$ cat config.mk
export PLATFORM = sky130hd
export DESIGN_NAME = fl32_to_int32
export DESIGN_NICKNAME = d
export VERILOG_FILES = /design/src/rtl/fl32_pkg.sv /design/src/rtl/fl32_to_int32_shift.sv /design/src/rtl/fl32_to_int32.sv
export SDC_FILE = /design/constraint.sdc
export NUM_CORES = 1
export LEC_CHECK = 0
export CORE_MARGIN = 2
export CORE_UTILIZATION = 60
export CTS_CLUSTER_DIAMETER = 200
export DETAILED_ROUTE_END_ITERATION = 8
export HOLD_SLACK_MARGIN = 0.08
export PLACE_DENSITY = 0.92
export REMOVE_ABC_BUFFERS = 1
export SLEW_MARGIN = 20
export SYNTH_ARGS = -nofsm -noshare
export SYNTH_HDL_FRONTEND = slang
export SYNTH_SLANG_ARGS = --single-unit
$ cat constraint.sdc
create_clock -name clk -period 4.5 [get_ports clk]
set_clock_uncertainty 0.1 [all_clocks]
set_input_delay 0.45 -clock clk [delete_from_list [all_inputs] [get_ports clk]]
set_output_delay 0.45 -clock clk [all_outputs]
set_load 0.03 [all_outputs]
$ cat src/rtl/fl32_pkg.sv
// Shared fp32 definitions used by the fp32 datapath blocks (adder, fp32->int32 converter).
package fl32_pkg;

  localparam logic [7:0]  FL32_BIAS     = 8'd127;
  localparam logic [7:0]  FL32_EXP_MAX  = 8'hFF;
  // Exponent at which the 24-bit significand is already an integer (bias + 23).
  localparam logic [7:0]  FL32_EXP_INT  = 8'd150;
  // First exponent whose magnitude no longer fits a signed 32-bit result.
  localparam logic [7:0]  FL32_EXP_OVF  = 8'd158;
  localparam logic [31:0] INT32_MAX     = 32'h7FFF_FFFF;
  localparam logic [31:0] INT32_MIN     = 32'h8000_0000;
  localparam logic [31:0] FL32_NEG_2P31 = 32'hCF00_0000;

  typedef struct packed {
    logic        sign;
    logic [7:0]  exp;
    logic [22:0] mant;
  } fl32_t;

  typedef enum logic [1:0] {
    IDLE,
    ALIGN,
    PACK,
    DONE
  } fl32_cvt_state_t;

endpackage

$ cat src/rtl/fl32_to_int32_shift.sv
// Logarithmic barrel shifter; left shifts reuse the right-shift network on bit-reversed data.
module fl32_to_int32_shift #(
  parameter int WIDTH = 32
) (
  input  logic [WIDTH-1:0]         data_in,
  input  logic                     shift_left,
  input  logic [$clog2(WIDTH)-1:0] amount,
  output logic [WIDTH-1:0]         data_out
);

  localparam int SHW = $clog2(WIDTH);

  logic [WIDTH-1:0] rev_in;
  logic [WIDTH-1:0] rev_out;
  logic [WIDTH-1:0] stage [SHW+1];

  genvar gi;
  generate
    for (gi = 0; gi < WIDTH; gi++) begin : g_rev
      assign rev_in[gi]  = data_in[WIDTH-1-gi];
      assign rev_out[gi] = stage[SHW][WIDTH-1-gi];
    end

    for (gi = 0; gi < SHW; gi++) begin : g_stage
      assign stage[gi+1] = amount[gi] ? (stage[gi] >> (1 << gi)) : stage[gi];
    end
  endgenerate

  assign stage[0]  = shift_left ? rev_in : data_in;
  assign data_out  = shift_left ? rev_out : stage[SHW];

endmodule

$ cat src/rtl/fl32_to_int32.sv
// fp32 -> signed int32 conversion, round toward zero, RISC-V saturation and flags.
// Multicycle IDLE/ALIGN/PACK/DONE sequencer with valid/ready on both sides.
module fl32_to_int32
  import fl32_pkg::*;
(
  input  logic        clk,
  input  logic        rst_n,
  input  logic        in_valid,
  output logic        in_ready,
  input  logic [31:0] in_data,
  output logic        out_valid,
  input  logic        out_ready,
  output logic [31:0] out_data,
  output logic        out_invalid,
  output logic        out_inexact
);

  fl32_cvt_state_t state_reg;
  fl32_t           op_reg;

  logic [31:0] mag_reg;
  logic        neg_reg;
  logic        sat_reg;
  logic [31:0] sat_val_reg;
  logic        invalid_reg;
  logic        inexact_reg;

  logic [31:0] result_reg;
  logic        res_invalid_reg;
  logic        res_inexact_reg;

  logic [31:0] sig_ext;
  logic        shift_left;
  logic [7:0]  shift_amt_wide;
  logic [4:0]  shift_amt;
  logic [31:0] shifted;
  logic [31:0] sticky_mask;
  logic        sticky;

  logic [31:0] align_mag;
  logic        align_sat;
  logic [31:0] align_sat_val;
  logic        align_invalid;
  logic        align_inexact;
  logic [31:0] pack_result;

  assign sig_ext        = {8'd0, 1'b1, op_reg.mant};
  assign shift_left     = (op_reg.exp >= FL32_EXP_INT);
  assign shift_amt_wide = shift_left ? (op_reg.exp - FL32_EXP_INT) : (FL32_EXP_INT - op_reg.exp);
  assign shift_amt      = shift_amt_wide[4:0];

  fl32_to_int32_shift #(
    .WIDTH (32)
  ) u_shift (
    .data_in    (sig_ext),
    .shift_left (shift_left),
    .amount     (shift_amt),
    .data_out   (shifted)
  );

  // Bits that fall off the bottom of a right shift decide inexact.
  assign sticky_mask = ~(32'hFFFF_FFFF << shift_amt);
  assign sticky      = !shift_left && (|(sig_ext & sticky_mask));

  always_comb begin
    align_mag     = 32'd0;
    align_sat     = 1'b0;
    align_sat_val = INT32_MAX;
    align_invalid = 1'b0;
    align_inexact = 1'b0;
    if (op_reg.exp == FL32_EXP_MAX) begin
      align_sat     = 1'b1;
      align_invalid = 1'b1;
      align_sat_val = ((op_reg.mant != 23'd0) || !op_reg.sign) ? INT32_MAX : INT32_MIN;
    end else if (op_reg.exp >= FL32_EXP_OVF) begin
      align_sat = 1'b1;
      if (op_reg == FL32_NEG_2P31) begin
        align_sat_val = INT32_MIN;
      end else begin
        align_invalid = 1'b1;
        align_sat_val = op_reg.sign ? INT32_MIN : INT32_MAX;
      end
    end else if (op_reg.exp < FL32_BIAS) begin
      align_inexact = (op_reg.exp != 8'd0) || (op_reg.mant != 23'd0);
    end else begin
      align_mag     = shifted;
      align_inexact = sticky;
    end
  end

  assign pack_result = sat_reg ? sat_val_reg : (neg_reg ? (32'd0 - mag_reg) : mag_reg);

  always_ff @(posedge clk or negedge rst_n) begin
    if (!rst_n) begin
      state_reg       <= IDLE;
      in_ready        <= 1'b1;
      out_valid       <= 1'b0;
      out_data        <= 32'd0;
      out_invalid     <= 1'b0;
      out_inexact     <= 1'b0;
      op_reg          <= '0;
      mag_reg         <= 32'd0;
      neg_reg         <= 1'b0;
      sat_reg         <= 1'b0;
      sat_val_reg     <= 32'd0;
      invalid_reg     <= 1'b0;
      inexact_reg     <= 1'b0;
      result_reg      <= 32'd0;
      res_invalid_reg <= 1'b0;
      res_inexact_reg <= 1'b0;
    end else begin
      case (state_reg)
        IDLE: begin
          if (in_valid && in_ready) begin
            op_reg    <= in_data;
            in_ready  <= 1'b0;
            state_reg <= ALIGN;
          end
        end
        ALIGN: begin
          mag_reg     <= align_mag;
          neg_reg     <= op_reg.sign;
          sat_reg     <= align_sat;
          sat_val_reg <= align_sat_val;
          invalid_reg <= align_invalid;
          inexact_reg <= align_inexact;
          state_reg   <= PACK;
        end
        PACK: begin
          result_reg      <= pack_result;
          res_invalid_reg <= invalid_reg;
          res_inexact_reg <= inexact_reg;
          state_reg       <= DONE;
        end
        DONE: begin
          // First DONE cycle presents the result; it is then held until taken.
          if (!out_valid) begin
            out_valid   <= 1'b1;
            out_data    <= result_reg;
            out_invalid <= res_invalid_reg;
            out_inexact <= res_inexact_reg;
          end else if (out_ready) begin
            out_valid <= 1'b0;
            in_ready  <= 1'b1;
            state_reg <= IDLE;
          end
        end
        default: begin
          state_reg <= IDLE;
          in_ready  <= 1'b1;
          out_valid <= 1'b0;
        end
      endcase
    end
  end

endmodule

# Yosys cells after proc, flatten, opt, wreduce, memory -nomap -nowiden
# Cells that the tools add are included.
# word_totals
register_bits	172
inputBits	36
output_inout_bits	36
elab_cells	87
# classes
add_sub_neg	3
n_lt_le_gt_ge	3
eq_ne	8
n_shift	1
mux	36
bitwise_logic	3
n_reduce_logical	15
# op_table
op	n
$mux 32	17
$and 24x32->32	1
$eq 32x32->1 const B	1
$not 32->32	1
$reduce_or 32->1	1
$shl 32x5->32 const A	1
$sub 1x32->32 const A	1
$reduce_bool 23->1	1
$ge 8x8->1 const B	2
$mux 1	13
$eq 8x8->1 const B	1
$lt 8x7->1 const B	1
$pmux 2 s4	1
$reduce_bool 8->1	1
$mux 2	3
$ne 2x2->1 const B	3
$mux 5	1
$sub 5x5->5 const A	1
$sub 5x5->5 const B	1
$eq 2x2->1 const B	2
$reduce_and 2->1	2
$reduce_and 4->1	1
$reduce_and 3->1	1
$eq 2x1->1 const B	1
other kinds (7)	10

# Longest topological paths before layout
# depth
ltp_word	11
depth_mapped	16
mapped_depth_nobuf	10

# Cells and area by module
# From an unflattened synthesis, not the netlist that was laid out.
# unflattened
cells_unflattened	1006
area_unflattened_um2	9825.7
# modules_own_cells
module	instances	cells_each	area_each_um2
fl32_to_int32	1	663	6840.3
fl32_to_int32_shift	1	343	2985.4

# Worst setup path after synthesis
# OpenSTA, ideal clock, no wires.
# synth_timing
kind	reg2reg
start	register op_reg[23] (netlist name)
end	register mag_reg[16]
setup_ps	126
arrival_time_ps	3170
required_time_ps	4274
slack_ps	1104
stages_incl_launch_ff	13
n_path_buf	2
period_less_slack_ps	3396
cell_sequence	dfrtp_1 buf_2 inv_2 clkbuf_1 ha_1 nor4b_2 a211o_1 o21ai_0 a32oi_1 mux4_2 mux2i_1 nor2_1 a221o_1
# synth_via
elab_chain_cells	11
elab_cells_between_ends	17
# synth_lines
element	line	rtl
start, declared	fl32_to_int32.sv:19	fl32_t op_reg;
start signal, assigned	fl32_to_int32.sv:115	op_reg <= in_data;
$ge 8x8->1 or $sub 5x5->5 (tied branches)	fl32_to_int32.sv:48, fl32_to_int32.sv:49	
$mux 32 or $mux 5 (tied branches)	fl32_to_int32_shift.sv:29, fl32_to_int32.sv:49	
$mux 32 (5 in a row)	fl32_to_int32_shift.sv:25	assign stage[gi+1] = amount[gi] ? (stage[gi] >> (1 << gi)) : stage[gi];
$mux 32	fl32_to_int32_shift.sv:30	assign data_out = shift_left ? rev_out : stage[SHW];
$mux 32	fl32_to_int32.sv:83	end else if (op_reg.exp < FL32_BIAS) begin
$mux 32	fl32_to_int32.sv:75	end else if (op_reg.exp >= FL32_EXP_OVF) begin
$mux 32 *	fl32_to_int32.sv:71	if (op_reg.exp == FL32_EXP_MAX) begin
end signal, assigned	fl32_to_int32.sv:121	mag_reg <= align_mag;
end, declared	fl32_to_int32.sv:21	logic [31:0] mag_reg;
# Every way passes the cells marked *; elsewhere a longest branch is shown, timed or not.
# A chain may end at the register's enable or synchronous reset.

# Final worst setup path
# layout_timing
start	register op_reg[24] (netlist name)
end	register mag_reg[2]
# layout_via
elab_chain_cells	11
elab_cells_between_ends	17
# layout_lines
element	line	rtl
$ge 8x8->1	fl32_to_int32.sv:48	assign shift_left = (op_reg.exp >= FL32_EXP_INT);
$mux 32 or $mux 5 (tied branches)	fl32_to_int32_shift.sv:29, fl32_to_int32.sv:49	
$mux 32 (5 in a row)	fl32_to_int32_shift.sv:25	
$mux 32	fl32_to_int32_shift.sv:30	
$mux 32	fl32_to_int32.sv:83	
$mux 32	fl32_to_int32.sv:75	
$mux 32 *	fl32_to_int32.sv:71	
# Marks and branches as above.

==> results by group <==
Run status
  – Status: finished clean

Route
  – Routed WL: 26.70 mm
  – Vias per inst: 6.857
  – # DRC: 0
  – Number of DRC markers in iteration 0: 989
  – Initial DRT Pass Iterations: 7
  – Routed Antenna Nets: 0
  – Wire length per cell: 21.85 µm
  – Via count: 8379

Finish
  – Multi-input gate area: about 5200 µm²
  – Synth-to-Final Area Change: 14.37%
  – # diodes: 0
  – # fillers: 1141
  – Nets@finish: between 1000 and 1500
  – Reg area: 3555 µm²
  – Fraction of layout cells with a size suffix above 1: 17.31%

Placement
  – Gpl congestion: 0.9866
  – # port buffers: just over 70
  – HPWL after DPL: about 19 mm

CTS
  – Post-CTS setup buffers: 0
  – CTS Buf Count: 17
  – Gates resized, CTS repair: 0
  – Cts hold-fix bufs: 1
  – Clk buf depth: 2
  – CTS tree: yes
  – Root Buffer: clkbuf_16
  – Worst-path clk slew: ~0.06 ns
  – Depth of the CTS H-tree: 4
  – Worst skew pair latency: 0.43 ns
  – Total clock sinks: 142

Critical path
  – CP arrival: just under 4 ns
  – Required time of the critical path: 4.73 ns
  – Crit Path Category: reg -> reg
  – Reg2Reg Depth: 9
  – CP endpoint kind: flop
  – WP depth: 9
  – Crit-path slowest cell: a21oi_2
  – Reg2Reg Launch Point: op_reg[24]
  – Worst Setup Start Kind: flop
  – R2R Path End: mag_reg[2]
  – CP Buf/Inv Count: 0
  – CP Cell Sequence: ha_1 > o21ai_4 > a21oi_2 > o31a_1 > and2_1 > nand3_1 > nor2_1 > a221oi_1 > o21ai_0
  – Max stage delay on crit path: roughly 0.60 ns
  – CP Max Fanout: 11
  – CP top delay family: simple AND/OR/NAND/NOR gates
  – R2r setup slk: 0.77 ns

Synthesis
  – Part of the Yosys area used for sequential elements: a little under two fifths
  – Ys flop type: dfrtp_1
  – EDFF count, synth: 0
  – Post-Syn Area: 9368 µm²
  – Ys async rst share: 100.0%
  – Commonest cells post-synth: dfrtp_1 (141), mux2_2 (83), o21ai_0 (67)
  – Mapped Cells: between 900 and 1000
  – Most common cell in the netlist: dfrtp_1
  – Netlist cell types: 82
  – Cell taking the most area after synthesis: dfrtp_1
  – Syn Area/Cell: 9.530 µm²
  – Main area contributors after synthesis: dfrtp_1 (38%), mux2_2 (10%), o21ai_0 (3.6%), xnor2_1 (2.9%), a211oi_1 (2.5%)
  – Top-area cell type share of the netlist area: 37.67%
  – Ys Warns: 0
  – Synthesized flop and latch total: about 140

STA
  – Finish-stage setup viols: 0
  – Max-Slew Margin vs Limit: about two fifths
  – Hold WS: 0.4022 ns
  – Max frequency: 0.2683 GHz
  – Final hold vios: 0
  – Final Max Slew Viols: 0
  – Setup TNS: 0 ns
  – Unrepaired setup endpoints after global routing: false
  – Min Tclk post-route: 3.727 ns
  – Worst slew pin tran: 0.9170 ns
  – Period utilization: between 80% and 90%

Hold path
  – Hold path cells: 1
  – Endpoint, Worst Hold: out_invalid
  – Min-delay src: out_invalid
  – Min-delay worst type: reg -> reg

Global routing
  – Initial antenna violation count: 0
  – Largest net degree at the start of global routing: 100
  – Aggregate global routing overflow: 0
  – First-pass GRT wire length: between 40 and 50 mm
  – Gr usage total: about 34%
  – Vias in the first global route: between 7000 and 8000

Power
  – Sw frac: 21.44%
  – Comb pwr share: 2.0%
  – Leakage power total: 4.390 nW
  – Share of power burned in registers: 46.3%
  – Peak supply drop: approximately 0.27 mV
  – P_int: 2.168 mW
  – Power per Cell Area: 257.5 nW/µm²
  – Psw: 0.5917 mW
  – Tot Pwr: 2.759 mW
  – Power share of the clock group: 51.7%

Die
  – Initial Util: between 60% and 70%
  – # IOs: between 70 and 80
  – Core region area: ~15000 µm²
  – Die area: between 15000 and 20000 µm²
  – Die Height: about 130 µm
  – Rows: 45
  – Die Wd: 129.0 µm

Run
  – Maxcap violations: 0
## layout by cell type (no fill, tap or decap), types with 22 or more instances in the layout
cell type / count
a211oi_1: 31
a21oi_1: 35
buf_4: 24
clkdlybuf4s50_1: 70
dfrtp_1: 141
inv_1: 57
mux2_2: 83
nand2_1: 60
nand3_1: 22
nor2_1: 62
o21ai_0: 67
o22ai_1: 25
xnor2_1: 31
## through the flow
stage	setup WS, ns	cell area (µm²)	utilization (%)	std cells
floorplan	-0.6718	8955	-	906
global placement	0.9817	10100	66.47	1190
detailed placement	0.9145	10100	66.47	1190
CTS	0.8911	10710	70.48	1222
global route	0.4897	10710	70.48	1222
finish	0.7733	10710	70.48	1222
## power by group through the flow
stage	registers, mW	clock network (mW)	logic, mW
CTS	1.28	1.43	0.0577
global placement	1.30	0	0.0556
detailed placement	1.30	0	0.0569
finish	1.28	1.43	0.0552
floorplan	1.30	0	0.000466
global route	1.28	1.50	0.0629
## layout make-up
cell class	instances	share of cell area, %
timing repair buffer	97	8.607
clock inverter	11	1.238
clock buffer	20	4.356
multi-input combinational	705	48.36
inverter	59	2.067
sequential	142	33.18
tap	188	2.196
## cells by family (layout without fill, tap and decap cells)
family / count (synthesis) / in the layout / share of synthesized area (%)
muxes: 108 / 108 / 13.68
DFF: 142 / 142 / 37.95
and+or+nand+nor: 233 / 233 / 12.53
xor gates and xnor gates: 31 / 31 / 2.898
buffers and inverters: 136 / 187 / 6.772
adders and majority gates: 12 / 12 / 1.603
AOI/OAI and AO/OA: 321 / 321 / 24.58
## routing by layer
| layer | part of all wire (%) | GRT usage [%] |
|---|---|---|
| met5 | 0 | 0 |
| met4 | 4.6 | 16.56 |
| met3 | 7.3 | 6.486 |
| met2 | 48 | 54.12 |
| met1 | 40 | 44.26 |
## worst max-delay path by stage
stage               startpoint          end  slack, ns
global route        op_reg[26]   mag_reg[2]       0.49
global placement    op_reg[24]  mag_reg[24]       0.98
detailed placement  op_reg[24]  mag_reg[24]       0.91
floorplan           op_reg[23]  mag_reg[16]      -0.67
finish              op_reg[24]   mag_reg[2]       0.77
CTS                 op_reg[24]  mag_reg[24]       0.89
Power figures use the tool's default switching activity.
